===== src/rtl/mips_pkg.sv =====
// Shared definitions for the EX-stage ALU control and multiply/divide unit.
//   ALU select codes, alu_op class codes, R-type funct codes, HI/LO forward
//   select codes and the MDU state enum.
package mips_pkg;

    localparam int unsigned FUNCT_W   = 6;
    localparam int unsigned ALU_SEL_W = 4;
    localparam int unsigned HILO_W    = 2;

    // ALU select codes
    localparam logic [ALU_SEL_W-1:0] ALU_ADD  = 4'h0;
    localparam logic [ALU_SEL_W-1:0] ALU_SUB  = 4'h1;
    localparam logic [ALU_SEL_W-1:0] ALU_AND  = 4'h2;
    localparam logic [ALU_SEL_W-1:0] ALU_OR   = 4'h3;
    localparam logic [ALU_SEL_W-1:0] ALU_SLT  = 4'h4;
    localparam logic [ALU_SEL_W-1:0] ALU_SLL  = 4'h5;
    localparam logic [ALU_SEL_W-1:0] ALU_MUL  = 4'h6;
    localparam logic [ALU_SEL_W-1:0] ALU_DIV  = 4'h7;
    localparam logic [ALU_SEL_W-1:0] ALU_NOR  = 4'h8;
    localparam logic [ALU_SEL_W-1:0] ALU_XOR  = 4'h9;
    localparam logic [ALU_SEL_W-1:0] ALU_SRL  = 4'hA;
    localparam logic [ALU_SEL_W-1:0] ALU_SLTU = 4'hB;
    localparam logic [ALU_SEL_W-1:0] ALU_ILL  = 4'hF;

    // alu_op classes from main control
    localparam logic [2:0] AOP_ADD   = 3'b000;
    localparam logic [2:0] AOP_SUB   = 3'b001;
    localparam logic [2:0] AOP_RTYPE = 3'b010;
    localparam logic [2:0] AOP_SLT   = 3'b100;
    localparam logic [2:0] AOP_AND   = 3'b101;
    localparam logic [2:0] AOP_XOR   = 3'b110;
    localparam logic [2:0] AOP_OR    = 3'b111;

    // R-type funct codes
    localparam logic [FUNCT_W-1:0] F_SLL   = 6'b000000;
    localparam logic [FUNCT_W-1:0] F_SRL   = 6'b000010;
    localparam logic [FUNCT_W-1:0] F_MFHI  = 6'b010000;
    localparam logic [FUNCT_W-1:0] F_MFLO  = 6'b010010;
    localparam logic [FUNCT_W-1:0] F_MULT  = 6'b011000;
    localparam logic [FUNCT_W-1:0] F_MULTU = 6'b011001;
    localparam logic [FUNCT_W-1:0] F_DIV   = 6'b011010;
    localparam logic [FUNCT_W-1:0] F_DIVU  = 6'b011011;
    localparam logic [FUNCT_W-1:0] F_ADD   = 6'b100000;
    localparam logic [FUNCT_W-1:0] F_SUB   = 6'b100010;
    localparam logic [FUNCT_W-1:0] F_AND   = 6'b100100;
    localparam logic [FUNCT_W-1:0] F_OR    = 6'b100101;
    localparam logic [FUNCT_W-1:0] F_XOR   = 6'b100110;
    localparam logic [FUNCT_W-1:0] F_NOR   = 6'b100111;
    localparam logic [FUNCT_W-1:0] F_SLT   = 6'b101010;
    localparam logic [FUNCT_W-1:0] F_SLTU  = 6'b101011;

    // EX result forwarding select
    localparam logic [HILO_W-1:0] HILO_ALU = 2'b00;
    localparam logic [HILO_W-1:0] HILO_HI  = 2'b01;
    localparam logic [HILO_W-1:0] HILO_LO  = 2'b10;

    typedef enum logic [1:0] {
        IDLE = 2'd0,
        RUN  = 2'd1,
        FIX  = 2'd2
    } mdu_state_e;

endpackage


===== src/rtl/alu_control_mdu_if.sv =====
// EX-stage bundle between the pipeline (master) and ALU control/MDU (slave).
//   master drives: alu_op, funct, valid, flush, op_a, op_b
//   slave drives : alu_sel, illegal, hilo_sel, stall, busy, hi, lo
interface alu_control_mdu_if #(
    parameter int unsigned WIDTH   = 32,
    parameter int unsigned ALUOP_W = 3
);
    logic [ALUOP_W-1:0] alu_op;
    logic [5:0]         funct;
    logic               valid;
    logic               flush;
    logic [WIDTH-1:0]   op_a;
    logic [WIDTH-1:0]   op_b;
    logic [3:0]         alu_sel;
    logic               illegal;
    logic [1:0]         hilo_sel;
    logic               stall;
    logic               busy;
    logic [WIDTH-1:0]   hi;
    logic [WIDTH-1:0]   lo;

    modport master (
        output alu_op, funct, valid, flush, op_a, op_b,
        input  alu_sel, illegal, hilo_sel, stall, busy, hi, lo
    );

    modport slave (
        input  alu_op, funct, valid, flush, op_a, op_b,
        output alu_sel, illegal, hilo_sel, stall, busy, hi, lo
    );
endinterface


===== src/rtl/alu_control_mdu_mdu_iter.sv =====
// Iterative multiply/divide unit owning HI/LO.
//   start/op_div/op_signed/op_a/op_b : accepted operation (start excludes flush)
//   flush : abort to IDLE, HI/LO untouched
//   busy  : registered, high in RUN and FIX
//   hi/lo : architectural registers, written at the end of FIX
module mdu_iter
    import mips_pkg::*;
#(
    parameter int unsigned WIDTH = 32
) (
    input  logic             clk,
    input  logic             rst_n,
    input  logic             start,
    input  logic             flush,
    input  logic             op_div,
    input  logic             op_signed,
    input  logic [WIDTH-1:0] op_a,
    input  logic [WIDTH-1:0] op_b,
    output logic             busy,
    output logic [WIDTH-1:0] hi,
    output logic [WIDTH-1:0] lo
);
    localparam int unsigned CNT_W = $clog2(WIDTH + 1);

    mdu_state_e       state_q, state_d;
    logic             busy_q, busy_d;
    logic [CNT_W-1:0] cnt_q, cnt_d;
    logic [WIDTH-1:0] acc_q, acc_d;      // product high half / partial remainder
    logic [WIDTH-1:0] mq_q, mq_d;        // multiplier / dividend-quotient
    logic [WIDTH-1:0] opnd_q, opnd_d;    // multiplicand / divisor magnitude
    logic [WIDTH-1:0] a_raw_q, a_raw_d;  // original dividend for divide-by-zero
    logic [WIDTH-1:0] hi_q, hi_d, lo_q, lo_d;
    logic             div_q, div_d, neg_q, neg_d, neg_rem_q, neg_rem_d, dz_q, dz_d;

    logic [WIDTH:0]     sum, addend, shifted;
    logic [2*WIDTH-1:0] prod;

    // State and busy registers
    always_ff @(posedge clk or negedge rst_n) begin
        if (!rst_n) begin
            state_q <= IDLE;
            busy_q  <= 1'b0;
        end else begin
            state_q <= state_d;
            busy_q  <= busy_d;
        end
    end

    // Next-state logic
    always_comb begin
        state_d = state_q;
        case (state_q)
            IDLE:    if (start) state_d = RUN;
            RUN:     if (cnt_q == CNT_W'(1)) state_d = FIX;
            FIX:     state_d = IDLE;
            default: state_d = IDLE;
        endcase
        if (flush) state_d = IDLE;
    end

    // Output logic: busy follows the upcoming state so it is a true flop
    always_comb begin
        busy_d = (state_d != IDLE);
    end

    // Datapath registers
    always_ff @(posedge clk or negedge rst_n) begin
        if (!rst_n) begin
            cnt_q     <= '0;
            acc_q     <= '0;
            mq_q      <= '0;
            opnd_q    <= '0;
            a_raw_q   <= '0;
            hi_q      <= '0;
            lo_q      <= '0;
            div_q     <= 1'b0;
            neg_q     <= 1'b0;
            neg_rem_q <= 1'b0;
            dz_q      <= 1'b0;
        end else begin
            cnt_q     <= cnt_d;
            acc_q     <= acc_d;
            mq_q      <= mq_d;
            opnd_q    <= opnd_d;
            a_raw_q   <= a_raw_d;
            hi_q      <= hi_d;
            lo_q      <= lo_d;
            div_q     <= div_d;
            neg_q     <= neg_d;
            neg_rem_q <= neg_rem_d;
            dz_q      <= dz_d;
        end
    end

    // Load, one shift-add / restoring-subtract step per RUN cycle, sign fix in FIX
    always_comb begin
        cnt_d     = cnt_q;
        acc_d     = acc_q;
        mq_d      = mq_q;
        opnd_d    = opnd_q;
        a_raw_d   = a_raw_q;
        hi_d      = hi_q;
        lo_d      = lo_q;
        div_d     = div_q;
        neg_d     = neg_q;
        neg_rem_d = neg_rem_q;
        dz_d      = dz_q;
        sum       = '0;
        addend    = '0;
        shifted   = '0;
        prod      = '0;
        case (state_q)
            IDLE: begin
                if (start) begin
                    cnt_d     = CNT_W'(WIDTH);
                    acc_d     = '0;
                    mq_d      = (op_signed && op_a[WIDTH-1]) ? -op_a : op_a;
                    opnd_d    = (op_signed && op_b[WIDTH-1]) ? -op_b : op_b;
                    a_raw_d   = op_a;
                    div_d     = op_div;
                    neg_d     = op_signed & (op_a[WIDTH-1] ^ op_b[WIDTH-1]);
                    neg_rem_d = op_signed & op_a[WIDTH-1];
                    dz_d      = op_div & (op_b == '0);
                end
            end
            RUN: begin
                cnt_d = cnt_q - CNT_W'(1);
                if (div_q) begin
                    shifted = {acc_q, mq_q[WIDTH-1]};
                    if (shifted >= {1'b0, opnd_q}) begin
                        acc_d = WIDTH'(shifted - {1'b0, opnd_q});
                        mq_d  = {mq_q[WIDTH-2:0], 1'b1};
                    end else begin
                        acc_d = shifted[WIDTH-1:0];
                        mq_d  = {mq_q[WIDTH-2:0], 1'b0};
                    end
                end else begin
                    addend = mq_q[0] ? {1'b0, opnd_q} : '0;
                    sum    = {1'b0, acc_q} + addend;
                    acc_d  = sum[WIDTH:1];
                    mq_d   = {sum[0], mq_q[WIDTH-1:1]};
                end
            end
            FIX: begin
                if (dz_q) begin
                    lo_d = '1;
                    hi_d = a_raw_q;
                end else if (div_q) begin
                    lo_d = neg_q ? -mq_q : mq_q;
                    hi_d = neg_rem_q ? -acc_q : acc_q;
                end else begin
                    prod = {acc_q, mq_q};
                    if (neg_q) prod = -prod;
                    hi_d = prod[2*WIDTH-1:WIDTH];
                    lo_d = prod[WIDTH-1:0];
                end
            end
            default: ;
        endcase
        // An aborted operation must not reach the architectural registers
        if (flush) begin
            cnt_d = '0;
            hi_d  = hi_q;
            lo_d  = lo_q;
        end
    end

    assign busy = busy_q;
    assign hi   = hi_q;
    assign lo   = lo_q;

endmodule


===== src/rtl/alu_control_mdu.sv =====
// EX-stage ALU control: decodes alu_op/funct into the ALU select code and
// HI/LO forward select, and issues multiply/divide operations to mdu_iter.
//   clk, rst_n : clock, asynchronous active-low reset
//   bus        : alu_control_mdu_if slave (operands, decode results, stall, HI/LO)
module alu_control_mdu
    import mips_pkg::*;
#(
    parameter int unsigned WIDTH   = 32,
    parameter int unsigned ALUOP_W = 3
) (
    input logic              clk,
    input logic              rst_n,
    alu_control_mdu_if.slave bus
);
    logic [ALU_SEL_W-1:0] alu_sel_c;
    logic [HILO_W-1:0]    hilo_sel_c;
    logic                 illegal_c;
    logic                 is_mdu, is_mf, mdu_div, mdu_signed;
    logic                 mdu_start, mdu_busy;

    // Decode; anything unrecognised falls through to ALU_ILL
    always_comb begin
        alu_sel_c  = ALU_ILL;
        hilo_sel_c = HILO_ALU;
        illegal_c  = 1'b1;
        is_mdu     = 1'b0;
        is_mf      = 1'b0;
        mdu_div    = 1'b0;
        mdu_signed = 1'b0;
        case (bus.alu_op)
            ALUOP_W'(AOP_ADD): begin alu_sel_c = ALU_ADD; illegal_c = 1'b0; end
            ALUOP_W'(AOP_SUB): begin alu_sel_c = ALU_SUB; illegal_c = 1'b0; end
            ALUOP_W'(AOP_SLT): begin alu_sel_c = ALU_SLT; illegal_c = 1'b0; end
            ALUOP_W'(AOP_AND): begin alu_sel_c = ALU_AND; illegal_c = 1'b0; end
            ALUOP_W'(AOP_XOR): begin alu_sel_c = ALU_XOR; illegal_c = 1'b0; end
            ALUOP_W'(AOP_OR):  begin alu_sel_c = ALU_OR;  illegal_c = 1'b0; end
            ALUOP_W'(AOP_RTYPE): begin
                illegal_c = 1'b0;
                case (bus.funct)
                    F_ADD:   alu_sel_c = ALU_ADD;
                    F_SUB:   alu_sel_c = ALU_SUB;
                    F_AND:   alu_sel_c = ALU_AND;
                    F_OR:    alu_sel_c = ALU_OR;
                    F_SLT:   alu_sel_c = ALU_SLT;
                    F_SLL:   alu_sel_c = ALU_SLL;
                    F_NOR:   alu_sel_c = ALU_NOR;
                    F_XOR:   alu_sel_c = ALU_XOR;
                    F_SRL:   alu_sel_c = ALU_SRL;
                    F_SLTU:  alu_sel_c = ALU_SLTU;
                    F_MULT:  begin alu_sel_c = ALU_MUL; is_mdu = 1'b1; mdu_signed = 1'b1; end
                    F_MULTU: begin alu_sel_c = ALU_MUL; is_mdu = 1'b1; end
                    F_DIV:   begin alu_sel_c = ALU_DIV; is_mdu = 1'b1; mdu_div = 1'b1; mdu_signed = 1'b1; end
                    F_DIVU:  begin alu_sel_c = ALU_DIV; is_mdu = 1'b1; mdu_div = 1'b1; end
                    F_MFHI:  begin alu_sel_c = ALU_ADD; hilo_sel_c = HILO_HI; is_mf = 1'b1; end
                    F_MFLO:  begin alu_sel_c = ALU_ADD; hilo_sel_c = HILO_LO; is_mf = 1'b1; end
                    default: begin alu_sel_c = ALU_ILL; illegal_c = 1'b1; end
                endcase
            end
            default: ;
        endcase
    end

    // HI/LO consumers and new MDU ops wait while an operation is in flight
    assign mdu_start = bus.valid & ~bus.flush & ~mdu_busy & is_mdu;

    mdu_iter #(
        .WIDTH(WIDTH)
    ) u_mdu_iter (
        .clk      (clk),
        .rst_n    (rst_n),
        .start    (mdu_start),
        .flush    (bus.flush),
        .op_div   (mdu_div),
        .op_signed(mdu_signed),
        .op_a     (bus.op_a),
        .op_b     (bus.op_b),
        .busy     (mdu_busy),
        .hi       (bus.hi),
        .lo       (bus.lo)
    );

    assign bus.alu_sel  = alu_sel_c;
    assign bus.illegal  = illegal_c;
    assign bus.hilo_sel = hilo_sel_c;
    assign bus.busy     = mdu_busy;
    assign bus.stall    = bus.valid & mdu_busy & (is_mdu | is_mf);

endmodule


===== src/flat_wrapper.sv =====
// flat-port wrapper written by rule: the top's interface ports become plain ports
module alu_control_mdu_flat import mips_pkg::*;
#(
    parameter int unsigned WIDTH   = 32,
    parameter int unsigned ALUOP_W = 3
)
  (clk, rst_n, bus_alu_op, bus_funct, bus_valid, bus_flush, bus_op_a, bus_op_b, bus_alu_sel, bus_illegal, bus_hilo_sel, bus_stall, bus_busy, bus_hi, bus_lo);
  alu_control_mdu_if #(.WIDTH(WIDTH), .ALUOP_W(ALUOP_W)) bus_i ();
  input logic clk;
  input logic rst_n;
  input wire logic [$bits(bus_i.alu_op)-1:0] bus_alu_op;
  input wire logic [$bits(bus_i.funct)-1:0] bus_funct;
  input wire logic [$bits(bus_i.valid)-1:0] bus_valid;
  input wire logic [$bits(bus_i.flush)-1:0] bus_flush;
  input wire logic [$bits(bus_i.op_a)-1:0] bus_op_a;
  input wire logic [$bits(bus_i.op_b)-1:0] bus_op_b;
  output wire logic [$bits(bus_i.alu_sel)-1:0] bus_alu_sel;
  output wire logic [$bits(bus_i.illegal)-1:0] bus_illegal;
  output wire logic [$bits(bus_i.hilo_sel)-1:0] bus_hilo_sel;
  output wire logic [$bits(bus_i.stall)-1:0] bus_stall;
  output wire logic [$bits(bus_i.busy)-1:0] bus_busy;
  output wire logic [$bits(bus_i.hi)-1:0] bus_hi;
  output wire logic [$bits(bus_i.lo)-1:0] bus_lo;
  assign bus_i.alu_op = bus_alu_op;
  assign bus_i.funct = bus_funct;
  assign bus_i.valid = bus_valid;
  assign bus_i.flush = bus_flush;
  assign bus_i.op_a = bus_op_a;
  assign bus_i.op_b = bus_op_b;
  assign bus_alu_sel = bus_i.alu_sel;
  assign bus_illegal = bus_i.illegal;
  assign bus_hilo_sel = bus_i.hilo_sel;
  assign bus_stall = bus_i.stall;
  assign bus_busy = bus_i.busy;
  assign bus_hi = bus_i.hi;
  assign bus_lo = bus_i.lo;
  alu_control_mdu #(.WIDTH(WIDTH), .ALUOP_W(ALUOP_W)) u_core (.clk(clk), .rst_n(rst_n), .bus(bus_i));
endmodule

===== config.mk =====
export PLATFORM = sky130hd
export DESIGN_NAME = alu_control_mdu_flat
export DESIGN_NICKNAME = d
export VERILOG_FILES = /design/src/rtl/mips_pkg.sv /design/src/rtl/alu_control_mdu_if.sv /design/src/rtl/alu_control_mdu_mdu_iter.sv /design/src/rtl/alu_control_mdu.sv /design/src/flat_wrapper.sv
export SDC_FILE = /design/constraint.sdc
export NUM_CORES = 1
export LEC_CHECK = 0
export ABC_AREA = 1
export ABC_CLOCK_PERIOD_IN_PS = 4630
export CAP_MARGIN = 15
export CORE_MARGIN = 4
export CORE_UTILIZATION = 45
export CTS_CLUSTER_SIZE = 28
export DETAILED_ROUTE_END_ITERATION = 7
export HOLD_SLACK_MARGIN = 0.03
export RECOVER_POWER = 50
export SYNTH_ARGS = -nofsm -noshare
export SYNTH_HDL_FRONTEND = slang
export SYNTH_SLANG_ARGS = --single-unit
export TNS_END_PERCENT = 100

===== constraint.sdc =====
create_clock -name clk -period 4.63 [get_ports clk]
set_clock_uncertainty 0.1 [all_clocks]
set_input_delay 1.389 -clock clk [delete_from_list [all_inputs] [get_ports clk]]
set_output_delay 1.389 -clock clk [all_outputs]
set_load 0.02 [all_outputs]

==> results.ini <==
[status]
outcome=finished, violations left
violations=capacitance limit, slew limit

[finish]
drive_above_1_share_pct=5.34
final_core_util_pct=52.9
register_area_um2=5130
n_antenna_cell=0
fin_cells=3965
finalNetCount=3557
multi_input_area_um2=12000
syn2layout_area_growth_pct=15.7
design_area_um2=22300
fill_cells=4460

[setup_path]
r2r_cells=13
endpoint_kind=output port
crit_arrival_ps=2840
path_class=in -> out
r2r_setup_slack_ps=1070
worstReg2RegEnd=u_core.u_mdu_iter.acc_q[28]$_DFFE_PN0P_
reg2reg_from=u_core.u_mdu_iter.acc_q[24]$_DFFE_PN0P_
path_max_fanout=5
cp-start-kind=input pin
required_ps=3140

[detailed_routing]
wl_per_cell_um=20.2
drt_iter0_drc=2509
vias_per_cell=5.64
drc_errors=0
routed_wl_um=80100
drt_pre_antenna_iters=6
ant_nets=0
vias=22372

[timing]
rsz0062_at_grt=false
setup_violations=0
tightestPinTransition_ps=2270
fmax_mhz=231
finalCritPeriodShare_pct=93.5
whs_ps=374
relSlewSlack_pct=-51.2
fin_setup_tns_ps=0
finalMaxSlewViolations=140
hold_viol_final=0
finalCriticalPeriod_ps=4330

[place]
hpwl_um=63200
place_area_um2=21400
gp_congestion=0.971
portBuffers=149
dpl.cell_count=3917

[synth]
yosys.area_share.simple_pct=41.7
synth-compound-area-share_pct=12.4
ys_types=51
synth.area.mux_share_pct=0
yosysWarnings=0
synthAdderAreaFrac_pct=4.74
syn-num-nets=3426
syn_area_um2=19300
seq_area_frac_synth_pct=26.6
synthXorXnorAreaFrac_pct=2.68
ys_ff_latch=205
synth_top_family_by_area=simple AND/OR/NAND/NOR gates
synth_enable_flop_cells=0
syn_area_per_cell_um2=5.89
synthCells=3277
yosysTopAreaCell=dfrtp_1
synth_area_leaders=dfrtp_1, nand2_1, inv_1, nand3_1, nor2_1
yosys_most_used_dff=dfrtp_1
synthArstFlopShare_pct=100
synth_top_area_share_pct=26.6

[clocking]
cts_tree=yes
clkLatencyLatePin_ps=560
clock-sinks=205
root_buffer=clkbuf_16
cts_buffer_depth=3
numCtsBuffers=25
cts_htree_levels=1
cts_hold_buf=0
clk_pin_slew_worst_paths_ps=50

[power_and_ir_drop]
p_int_mw=4.08
p_per_area_nw_per_um2=327
power_switching_share_pct=44.2
p_clk_share_pct=27.7
p_leak_nw=11.8
p_switching_mw=3.23
pwr-share-seq_pct=30.1
vdd_ir_drop_max_uv=234
p_comb_share_pct=42.1

[flow_run]
maxCapViolCount=3

[global_routing]
grt.overflow.total=0
grt_max_degree=81
grt_pass1_wl_um=122000
first_global_vias=20513
grt_usage_pct=33.3
antenna_found_initial=1

[hold_path]
min_path_type=reg -> reg
hold_start=u_core.u_mdu_iter.hi[19]$_DFFE_PN0P_
hold_end=u_core.u_mdu_iter.hi[19]$_DFFE_PN0P_
whs_path_depth=2

[floorplanning]
die_y_um=215
rows=75
die_w_um=215
initial_core_util_pct=45.7
design.core.area_um2=42200
die_area_um2=46300
pin_count=150

layout make-up:
type	count	share of cell area, %
clock buffers	37	3.27
well taps	539	3.02
flip-flops and latches	205	23.0
clock inverters	8	0.459
repair buffers	205	8.52
inverters	487	8.19
multi-input cells	2484	53.6
worst max path at each step:
stage | startpoint | slack [ps] | end | cells past startpoint
floorplan | bus_funct[4] | 630 | bus_illegal | 8
global placement | bus_funct[1] | -520 | bus_alu_sel[0] | 12
CTS | bus_funct[1] | 20 | bus_alu_sel[0] | 12
global route | bus_funct[5] | 200 | bus_alu_sel[0] | 11
detailed placement | bus_funct[1] | -500 | bus_alu_sel[0] | 12
finish | bus_alu_op[2] | 300 | bus_stall | 6
repair_timing:
item	in CTS	in global routing
gates resized for setup	28	29
pin swaps	2	5
buffers inserted	1	1
setup endpoints to repair	8	8
through the flow:
stage | power, mW | worst slack [ps]
after CTS | 7.22 | 23.4
after global placement | 5.14 | -519
after global routing | 7.74 | 202
final | 7.30 | 302
after floorplan | 4.10 | 629
after detailed placement | 5.17 | -503
sequential cells by signal, indices dropped and copies added, names as in the netlist:
| signal | count |
|---|---|
| u_core.u_mdu_iter.a_raw_q | 32 |
| u_core.u_mdu_iter.acc_q | 32 |
| u_core.u_mdu_iter.busy | 1 |
| u_core.u_mdu_iter.cnt_q | 6 |
| u_core.u_mdu_iter.div_q | 1 |
| u_core.u_mdu_iter.dz_q | 1 |
| u_core.u_mdu_iter.hi | 32 |
| u_core.u_mdu_iter.lo | 32 |
| u_core.u_mdu_iter.mq_q | 32 |
| u_core.u_mdu_iter.neg_q | 1 |
| u_core.u_mdu_iter.neg_rem_q | 1 |
| u_core.u_mdu_iter.opnd_q | 32 |
| u_core.u_mdu_iter.state_q | 2 |
cells in the final DEF (no fill, tap or decap), drive strengths merged, types with 5 or more instances in the layout:
master and n:
nand2 1104, inv 487, nor2 366, nand3 331, o21ai 212, dfrtp 205
a21oi 144, clkdlybuf4s50 133, ha 70, buf 55, xor2 50, clkbuf 44
nand4 42, nor3 32, a31oi 25, nand3b 16, o22ai 15, xnor2 9
nor4 9, and2 9, o21bai 8, dlymetal6s2s 6, or2 6, o211ai 5
o22a 5, a22oi 5
cells in the mapped netlist, types with 12 or more instances:
library cell / number
a21oi_1: 142
a31oi_1: 25
buf_2: 21
clkbuf_1: 58
dfrtp_1: 205
ha_1: 70
inv_1: 474
inv_2: 12
nand2_1: 1092
nand3_1: 330
nand3b_1: 16
nand4_1: 42
nor2_1: 339
nor2_2: 19
nor3_1: 31
o21ai_0: 169
o21ai_1: 40
o22ai_1: 15
xor2_1: 50
cells by family after synthesis:
family | count (synthesis)
fa+ha+maj | 72
compound gates | 437
xor+xnor | 59
simple gates | 1916
buf+inv | 588
flops | 205
critical path, cell delays in order:
cell and delay [ps]:
clkdlybuf4s50_1 500, inv_1 120, nand2_4 120, nor2_1 70, o311a_1 320, dlygate4sd2_1 320
power by group through the flow:
| stage | Clock, mW | Sequential (mW) | Combinational, mW |
|---|---|---|---|
| after floorplan | 0 | 2.05 | 2.05 |
| after global placement | 0 | 2.20 | 2.94 |
| after detailed placement | 0 | 2.21 | 2.96 |
| after CTS | 2.07 | 2.18 | 2.98 |
| after global routing | 2.13 | 2.20 | 3.41 |
| final | 2.03 | 2.20 | 3.08 |
routing by layer:
metal / part of all wire (%) / track usage, %
met1: 46 / 52.5
met2: 39 / 45.4
met3: 12 / 8.60
met4: 2.4 / 6.57
met5: 0 / 0
(Power assumes the default switching activity.)
